### src/rtl/piece_fall_controller.sv
// Falling-piece sequencer: applies gravity and key moves to the active piece's pixel position,
// runs the lock handshake with the saved-block store and respawns the next piece.
module piece_fall_controller #(
    parameter int          CELL        = 20,
    parameter int          SPAWN_X     = 80,
    parameter int          DROP_FRAMES = 30,
    parameter logic [7:0]  KEY_LEFT    = 8'h04,
    parameter logic [7:0]  KEY_RIGHT   = 8'h07,
    parameter logic [7:0]  KEY_DOWN    = 8'h16
) (
    input  logic        clk_i,
    input  logic        reset_i,
    input  logic        start_i,
    input  logic        frame_tick_i,
    input  logic        key_valid_i,
    input  logic [7:0]  key_code_i,
    input  logic        bottomchecked_i,
    input  logic        leftchecked_i,
    input  logic        rightchecked_i,
    input  logic        lock_ack_i,
    output logic [9:0]  block_x_pos_o,
    output logic [9:0]  block_y_pos_o,
    output logic        lock_req_o,
    output logic        piece_new_o,
    output logic        game_over_o,
    output logic [15:0] piece_count_o
);

    localparam logic [2:0] ST_IDLE   = 3'd0;
    localparam logic [2:0] ST_SPAWN  = 3'd1;
    localparam logic [2:0] ST_CHKSP  = 3'd2;
    localparam logic [2:0] ST_FALL   = 3'd3;
    localparam logic [2:0] ST_SETTLE = 3'd4;
    localparam logic [2:0] ST_LOCK   = 3'd5;
    localparam logic [2:0] ST_OVER   = 3'd6;

    localparam logic [1:0] KP_NONE  = 2'd0;
    localparam logic [1:0] KP_LEFT  = 2'd1;
    localparam logic [1:0] KP_RIGHT = 2'd2;
    localparam logic [1:0] KP_DOWN  = 2'd3;

    localparam logic [9:0] CELL_W    = 10'(CELL);
    localparam logic [9:0] SPAWN_W   = 10'(SPAWN_X);
    localparam logic [7:0] DROP_LAST = 8'(DROP_FRAMES - 1);

    logic [2:0]  state_q, state_d;
    logic [9:0]  x_q, x_d, y_q, y_d;
    logic [7:0]  grav_cnt_q, grav_cnt_d;
    logic        grav_pend_q, grav_pend_d;
    logic [1:0]  key_pend_q, key_pend_d;
    logic [15:0] count_q, count_d;
    logic        lock_req_q, lock_req_d;
    logic        piece_new_q, piece_new_d;
    logic        game_over_q, game_over_d;

    logic        active;
    logic        grav_expire;
    logic        consume_grav;
    logic        consume_key;
    logic [1:0]  key_dec;

    always_comb begin
        state_d      = state_q;
        x_d          = x_q;
        y_d          = y_q;
        grav_cnt_d   = grav_cnt_q;
        grav_pend_d  = grav_pend_q;
        key_pend_d   = key_pend_q;
        count_d      = count_q;
        consume_grav = 1'b0;
        consume_key  = 1'b0;

        active      = (state_q == ST_FALL) || (state_q == ST_SETTLE);
        grav_expire = active && frame_tick_i && (grav_cnt_q == DROP_LAST);

        if (key_code_i == KEY_LEFT)       key_dec = KP_LEFT;
        else if (key_code_i == KEY_RIGHT) key_dec = KP_RIGHT;
        else if (key_code_i == KEY_DOWN)  key_dec = KP_DOWN;
        else                              key_dec = KP_NONE;

        if (active && frame_tick_i)
            grav_cnt_d = grav_expire ? 8'd0 : grav_cnt_q + 8'd1;

        case (state_q)
            ST_IDLE, ST_OVER: begin
                if (start_i) begin
                    state_d = ST_SPAWN;
                    count_d = 16'd0;
                end
            end
            ST_SPAWN: state_d = ST_CHKSP;
            ST_CHKSP: state_d = bottomchecked_i ? ST_FALL : ST_OVER;
            ST_FALL: begin
                // Gravity has priority; a pending key simply waits for the next FALL cycle.
                if (grav_pend_q || (key_pend_q == KP_DOWN)) begin
                    consume_grav = grav_pend_q;
                    consume_key  = !grav_pend_q;
                    if (!grav_pend_q) grav_cnt_d = 8'd0;
                    if (bottomchecked_i) begin
                        y_d     = y_q + CELL_W;
                        state_d = ST_SETTLE;
                    end else begin
                        state_d = ST_LOCK;
                    end
                end else if (key_pend_q == KP_LEFT) begin
                    consume_key = 1'b1;
                    if (leftchecked_i) begin
                        x_d     = x_q - CELL_W;
                        state_d = ST_SETTLE;
                    end
                end else if (key_pend_q == KP_RIGHT) begin
                    consume_key = 1'b1;
                    if (rightchecked_i) begin
                        x_d     = x_q + CELL_W;
                        state_d = ST_SETTLE;
                    end
                end
            end
            ST_SETTLE: state_d = ST_FALL;
            ST_LOCK: begin
                if (lock_ack_i) begin
                    count_d = count_q + 16'd1;
                    state_d = ST_SPAWN;
                end
            end
            default: state_d = ST_IDLE;
        endcase

        if (consume_grav) grav_pend_d = 1'b0;
        if (grav_expire)  grav_pend_d = 1'b1;
        if (consume_key)  key_pend_d  = KP_NONE;
        if (active && key_valid_i && (key_dec != KP_NONE)) key_pend_d = key_dec;

        // Loading on entry makes the fresh position visible alongside piece_new.
        if (state_d == ST_SPAWN) begin
            x_d         = SPAWN_W;
            y_d         = 10'd0;
            grav_cnt_d  = 8'd0;
            grav_pend_d = 1'b0;
            key_pend_d  = KP_NONE;
        end

        lock_req_d  = (state_d == ST_LOCK);
        piece_new_d = (state_d == ST_SPAWN);
        game_over_d = (state_d == ST_OVER);
    end

    always_ff @(posedge clk_i) begin
        if (reset_i) begin
            state_q     <= ST_IDLE;
            x_q         <= SPAWN_W;
            y_q         <= 10'd0;
            grav_cnt_q  <= 8'd0;
            grav_pend_q <= 1'b0;
            key_pend_q  <= KP_NONE;
            count_q     <= 16'd0;
            lock_req_q  <= 1'b0;
            piece_new_q <= 1'b0;
            game_over_q <= 1'b0;
        end else begin
            state_q     <= state_d;
            x_q         <= x_d;
            y_q         <= y_d;
            grav_cnt_q  <= grav_cnt_d;
            grav_pend_q <= grav_pend_d;
            key_pend_q  <= key_pend_d;
            count_q     <= count_d;
            lock_req_q  <= lock_req_d;
            piece_new_q <= piece_new_d;
            game_over_q <= game_over_d;
        end
    end

    assign block_x_pos_o = x_q;
    assign block_y_pos_o = y_q;
    assign lock_req_o    = lock_req_q;
    assign piece_new_o   = piece_new_q;
    assign game_over_o   = game_over_q;
    assign piece_count_o = count_q;

endmodule
### config.mk
export PLATFORM = sky130hd
export DESIGN_NAME = piece_fall_controller
export DESIGN_NICKNAME = d
export VERILOG_FILES = /design/src/rtl/piece_fall_controller.sv
export SDC_FILE = /design/constraint.sdc
export NUM_CORES = 1
export LEC_CHECK = 0
export BUFFER_PORTS_ARGS = -buffer_cell sky130_fd_sc_hd__buf_2
export CAP_MARGIN = 20
export CORE_ASPECT_RATIO = 0.6
export CORE_MARGIN = 1
export CORE_UTILIZATION = 55
export CTS_CLUSTER_DIAMETER = 30
export CTS_CLUSTER_SIZE = 14
export DETAILED_ROUTE_END_ITERATION = 8
export GPL_ROUTABILITY_DRIVEN = 1
export GPL_TIMING_DRIVEN = 0
export PLACE_DENSITY = 0.89
export SLEW_MARGIN = 20
export SYNTH_ARGS = -nofsm -noshare
export SYNTH_HDL_FRONTEND = slang
export SYNTH_SLANG_ARGS = --single-unit
### constraint.sdc
create_clock -name clk_i -period 5.91 [get_ports clk_i]
set_input_delay 0.2955 -clock clk_i [delete_from_list [all_inputs] [get_ports clk_i]]
set_output_delay 0.2955 -clock clk_i [all_outputs]
set_load 0.03 [all_outputs]
==> out/results.tsv, run 1 <==
stage	metric	value	unit
finish	syn_to_final_growth	16.3	%
timing	slew_headroom	64.1	%
worst_hold_path	hold_class	in2reg	
clock_tree	post_cts_buffers	0	
place	routabilityCongestion	0.904	
status	status	complete, no violations	
synth	yosysTopAreaCell	dfxtp_1	
worst_setup_path	worstPathMaxFanout	9	
worst_setup_path	cpLargestDelayFamily	adder cells	
global_route	grt_max_degree	17	
finish	most-common-layout-cells	buf_2 (54), dfxtp_1 (49), nor2_1 (44)	
finish	regArea	981	um2
floorplan	core	4610	um2
power	powerDensity	226	nW/um2
floorplan	pin_count	56	
timing	setup_viol	0	
worst_setup_path	cpMostUsedCell	ha_1	
finish	fin_cells	439	
synth	synth_ff_type	dfxtp_1	
clock_tree	cts_hold_buf	0	
global_route	grtUsageTotal	23.4	%
flow_run	maxCapViolCount	0	
timing	final_hold_viol_count	0	
finish	utilization	67.5	%
clock_tree	cts.sinks	49	
timing	drv_slew	0	
finish	nFillCells	401	
worst_setup_path	cp_cell_sequence	ha_1, inv_1, ha_1, nand3_1, o211ai_1, o41ai_1, xnor2_1, or3_1, a21oi_1	
detailed_routing	first_pass_iters	4	
clock_tree	cts_resized	0	
timing	fin_crit	2.65	ns
floorplan	rows	19	
synth	synth-async-reset-ratio	0	%
timing	fin_setup_tns	0	ns
finish	multi_input_area	1550	um2
synth	avgSynthCellArea	8.52	um2
floorplan	start_util	58.0	%
clock_tree	htreeDepth	2	
worst_setup_path	worstSetupStartpointType	flip-flop	
timing	post-route-period-util	44.8	%
timing	clock_skew	0.00941	ns
clock_tree	cts_tree	yes	
place	placedInstanceArea	3020	um2
detailed_routing	ant_nets	0	
detailed_routing	drc	0	
finish	n_antenna_cell	0	
synth	synthCells	314	
power	p_leak	1.34	nW
worst_setup_path	worstPathArrival	2.88	ns
synth	ys_ff_latch	49	
place	numPortBuffers	51	
place	hpwl	4520	um
finish	fin_area	3110	um2
clock_tree	clk_pin_slew_worst_paths	0.09	ns
worst_setup_path	crit_type	reg2reg	
clock_tree	cts_root_buf	clkbuf_8	
worst_setup_path	crit_buf_inv	1	
clock_tree	cts_max_path_buffers	2	
finish	mostFrequentLayoutCell	buf_2	
worst_setup_path	cp_slowest_stage_delay	0.45	ns
clock_tree	clock_latency	0.30	ns
detailed_routing	drt-initial-drc-count	169	
finish	drive_above_1_share	20.7	%
worst_setup_path	worst_path_max_delay_cell	o41ai_1	
power	ir_drop	0.180	mV
timing	worst_pin_slew	0.538	ns
synth	mappedNetlistArea	2680	um2
floorplan	die_area	5160	um2
synth	synth.distinct_cells	54	
detailed_routing	num_vias	2393	
timing	max_freq	378	MHz
synth	yosys_warnings	0	
timing	rsz0062_at_grt	false	
global_route	antenna_found_initial	0	
worst_setup_path	crit_path_end_kind	flip-flop	
clock_tree	cts_buffers	5	
synth	synth_top_area_share	36.7	%
floorplan	die_h	56.0	um
synth	seq_area_frac_synth	36.7	%
worst_setup_path	crit_required	6.14	ns
global_route	grt_overflow	0	
finish	nNetsFinal	407	
floorplan	fp.dieW	92.0	um
detailed_routing	vias_per_cell	5.45	
global_route	grt_pass1_vias	2204	
place	place_inst	431	
synth	synthTopCellsByArea	dfxtp_1 (37%), ha_1 (6.5%), xor2_1 (6.2%)	
detailed_routing	post_drt_wl_per_cell	13.1	um
synth	synth_edf_count	0	
detailed_routing	postRouteWirelength	5770	um
global_route	grt_first_pass_wirelength	9640	um
metal layers:
metal	global-route usage [%]	part of all wire [%]	up-vias
li1	-	-	1200
met1	31.5	48	1111
met2	37.8	46	76
met3	5.60	5.1	6
met4	6.25	0.75	0
met5	0	0	-
report_power, final:
| part | switching [mW] | internal [mW] |
|---|---|---|
| registers | 0.00548 | 0.339 |
| clock network | 0.112 | 0.0831 |
| logic | 0.103 | 0.0581 |
worst register-to-register path: stages, from the launching register on:
cell and delay (ns):
dfxtp_1 0.42, ha_1 0.41, inv_1 0.17, ha_1 0.35, nand3_1 0.08, o211ai_1 0.12, o41ai_1 0.45, xnor2_1 0.14
or3_1 0.32, a21oi_1 0.14
cell type report:
class / instances / area share [%]
multi-input cells: 237 / 49.9
flip-flops and latches: 49 / 31.5
repair buffers: 51 / 8.20
plain buffers: 15 / 3.02
well taps: 63 / 2.53
clock buffers: 5 / 2.21
inverters: 16 / 1.93
clock inverters: 3 / 0.724
final timing paths:
check                                    from  cells past startpoint               end  slack, ns
worst max-delay path            key_pend_q[0]                      9  block_x_pos_o[9]       3.26
worst min-delay path                  reset_i                      2  piece_count_o[1]       0.23
worst max register to register  key_pend_q[0]                      9  block_x_pos_o[9]       3.26
worst min register to register    grav_pend_q                      2       grav_pend_q       0.48
sequential cells by signal, indices dropped and copies added, names as in the netlist:
signal	count
key_pend_q	2
grav_pend_q	1
piece_count_o	16
game_over_o	1
lock_req_o	1
block_y_pos_o	8
piece_new_o	1
state_q	3
block_x_pos_o	8
grav_cnt_q	8
cell usage after synthesis (5+ instances only):
library cell   n
nor3_1         8
nand3_1       11
inv_1         16
xnor2_1       13
dfxtp_1       49
nand2_1       26
buf_4          5
and3_1         7
o21ai_0        9
nand4_1        9
nor2b_1        8
xor2_1        19
a21oi_1       11
clkbuf_1       5
nor2_1        44
ha_1          14
per-stage QoR:
step                      hold slack (ns)  worst slack [ns]  total power, mW
after floorplan                     0.368              3.65            0.472
after global placement              0.469              3.38            0.507
after detailed placement            0.472              3.31            0.512
after CTS                           0.222              3.27            0.706
after global routing                0.240              3.07            0.739
final                               0.233              3.26            0.702
cells by family (layout without fill, tap and decap cells):
logic type      count (synthesis)  in the layout  share of synthesized area, %
other cells                     1              4                         0.140
buf+inv                        31             90                          5.75
fa+ha+maj                      15             15                          7.30
flops                          49             49                          36.7
simple gates                  133            133                          25.0
compound gates                 49             49                          13.0
xor+xnor                       32             32                          10.5
mux                             4              4                          1.73
(Power assumes the default switching activity.)
==> run 2, diff against run 1 <==
--- a/config.mk
+++ b/config.mk
@@ -5,6 +5,7 @@
 export SDC_FILE = /design/constraint.sdc
 export NUM_CORES = 1
 export LEC_CHECK = 0
+export ABC_AREA = 1
 export BUFFER_PORTS_ARGS = -buffer_cell sky130_fd_sc_hd__buf_2
 export CAP_MARGIN = 20
 export CORE_ASPECT_RATIO = 0.6
@@ -15,7 +16,7 @@
 export DETAILED_ROUTE_END_ITERATION = 8
 export GPL_ROUTABILITY_DRIVEN = 1
 export GPL_TIMING_DRIVEN = 0
-export PLACE_DENSITY = 0.89
+export PLACE_DENSITY = 0.88
 export SLEW_MARGIN = 20
 export SYNTH_ARGS = -nofsm -noshare
 export SYNTH_HDL_FRONTEND = slang
==> constraint.sdc (replaced) <==
create_clock -name clk_i -period 2.7 [get_ports clk_i]
set_input_delay 0.135 -clock clk_i [delete_from_list [all_inputs] [get_ports clk_i]]
set_output_delay 0.135 -clock clk_i [all_outputs]
set_load 0.03 [all_outputs]
==> run 2 against run 1 <==
Compared with the run above: utilization shrank 1.6 points; worst setup slack lost 2.8 ns; via count grew 39%; largest power group unchanged.
==> out/results.tsv, run 2 <==
stage	metric	value	unit
floorplan	start_util	57.1	%
detailed_routing	met3_wirelength	603	um
clock_tree	cts_resized	0	
timing	fin_setup_tns	0	ns
worst_setup_path	worstPathMaxFanout	8	
place	routabilityCongestion	1.01	
finish	multi_input_area	1830	um2
finish	nFillCells	514	
worst_setup_path	crit_buf_inv	1	
clock_tree	cts_root_buf	clkbuf_8	
clock_tree	cts_tree	yes	
synth	synth.distinct_cells	33	
global_route	grt_overflow	0	
synth	synth_top_area_share	30.8	%
synth	synthTopCellsByArea	dfxtp_1 (31%), nand2_1 (15%), inv_1 (8.7%)	
worst_hold_path	hold_class	in2reg	
worst_setup_path	cpLargestDelayFamily	adder cells	
status	status	complete, no violations	
place	hpwl	6030	um
detailed_routing	ant_nets	0	
timing	rsz0062_at_grt	false	
detailed_routing	wl_met2	3250	um
detailed_routing	drt-initial-drc-count	252	
timing	clock_skew	0.00878	ns
synth	synth_adder_area_share	6.14	%
worst_setup_path	crit_required	2.90	ns
place	numPortBuffers	51	
clock_tree	cts.sinks	49	
synth	ys_ff_latch	49	
worst_setup_path	worstSetupStartpointType	flip-flop	
worst_setup_path	cp_cell_sequence	ha_1, inv_1, ha_1, a21oi_1, nand2_1, nand2_1, nand2_1, nand2_1, nand2_1, mux2i_1, nor2_1	
power	p_leak	1.78	nW
global_route	grt_first_pass_wirelength	12000	um
floorplan	fp.dieW	100	um
synth	synth.top_cells.by_count	nand2_1 (124), inv_1 (74), nor2_1 (66), dfxtp_1 (49), nand3_1 (42)	
clock_tree	post_cts_buffers	0	
synth	synth_ff_type	dfxtp_1	
synth	muxShareOfSynthArea	0.315	%
worst_setup_path	worstPathArrival	2.46	ns
detailed_routing	vias_per_cell	5.21	
synth	synthCells	494	
timing	setup_viol	0	
global_route	grt_pass1_vias	2567	
global_route	antenna_found_initial	0	
floorplan	core	5570	um2
floorplan	pin_count	56	
synth	yosys_warnings	0	
detailed_routing	topRoutingLayerUsed	met4	
floorplan	die_h	60.9	um
finish	n_antenna_cell	0	
clock_tree	htreeDepth	2	
synth	synth_xor_area_share	3.86	%
detailed_routing	postRouteWirelength	7750	um
timing	slew_headroom	57.1	%
global_route	grtUsageTotal	25.8	%
finish	drive_above_1_share	14.9	%
global_route	grt_max_degree	16	
clock_tree	clock_latency	0.31	ns
synth	synth-async-reset-ratio	0	%
finish	most-common-layout-cells	nand2_1 (124), inv_1 (74), nor2_1 (66)	
finish	regArea	981	um2
floorplan	die_area	6100	um2
detailed_routing	drc	0	
timing	fin_crit	2.26	ns
clock_tree	cts_hold_buf	0	
power	ir_drop	0.252	mV
worst_setup_path	crit_path_end_kind	flip-flop	
worst_setup_path	worst_path_max_delay_cell	dfxtp_1	
synth	seq_area_frac_synth	30.8	%
worst_setup_path	cpMostUsedCell	nand2_1	
synth	avgSynthCellArea	6.44	um2
floorplan	rows	21	
clock_tree	cts_max_path_buffers	2	
worst_setup_path	crit_type	reg2reg	
detailed_routing	post_drt_wl_per_cell	12.2	um
synth	yosysTopAreaCell	dfxtp_1	
clock_tree	clk_pin_slew_worst_paths	0.09	ns
flow_run	maxCapViolCount	0	
finish	syn_to_final_growth	15.3	%
synth	yosysMostFrequentCell	nand2_1	
worst_setup_path	cp_slowest_stage_delay	0.40	ns
synth	synth_compound_area_share	8.85	%
detailed_routing	first_pass_iters	5	
finish	nNetsFinal	587	
timing	drv_slew	0	
timing	final_hold_viol_count	0	
finish	mostFrequentLayoutCell	nand2_1	
detailed_routing	num_vias	3316	
synth	synth_simple_gate_area_share	37.9	%
detailed_routing	m1WireLength	3800	um
power	powerDensity	530	nW/um2
finish	largest_reg_flops	16	
synth	synth_edf_count	0	
synth	mappedNetlistArea	3180	um2
clock_tree	cts_buffers	5	
timing	post-route-period-util	83.6	%
finish	utilization	65.8	%
timing	max_freq	443	MHz
synth	synth_top_family_by_area	simple AND/OR/NAND/NOR gates	
timing	worst_pin_slew	0.639	ns
-- run 2: routing by layer --
metal / global-route usage, % / up-vias
met5: 0 / -
met2: 38.2 / 142
met1: 38.3 / 1475
met3: 4.38 / 9
li1: - / 1690
met4: 7.66 / 0
-- run 2: path summary, 6_finish.rpt --
kind,start,endpoint,slack [ns],cells past startpoint
max,key_pend_q[0],block_x_pos_o[9],0.44,11
min,reset_i,state_q[1],0.04,2
max reg2reg,key_pend_q[0],block_x_pos_o[9],0.44,11
min reg2reg,piece_count_o[4],piece_count_o[4],0.50,2
-- run 2: cells by family (layout without fill, tap and decap cells) --
group	count (synthesis)	after routing
xor+xnor	14	14
compound gates	48	48
mux	1	1
flops	49	49
simple gates	276	276
fa+ha+maj	15	15
buf+inv	90	149
other cells	1	4
-- run 2: cell type report --
type                       instances  share of cell area (%)
inverter                          78                    7.98
clock inverter                     2                    1.02
multi-input combinational        358                    49.9
sequential                        49                    26.7
timing repair buffer              51                    6.96
clock buffer                       6                    2.25
buffer                            12                    2.42
tap                               80                    2.73
-- run 2: power breakdown --
group          total [mW]  switching, mW  internal [mW]
combinational       0.603          0.423          0.180
sequential          0.786         0.0338          0.752
clock               0.554          0.253          0.301
total                1.94          0.710           1.23
-- run 2: per-stage QoR --
stage	hold WS (ns)	std cells	power, mW	setup slack, ns	area (um2)
5_1_grt	0.0311	636	2.04	0.180	3670
3_3_place_gp	0.347	628	1.38	0.583	3550
3_5_place_dp	0.352	628	1.39	0.447	3550
4_1_cts	0.0232	636	1.94	0.436	3670
6_report	0.0383	636	1.94	0.443	3670
2_1_floorplan	0.213	497	1.24	0.859	3190
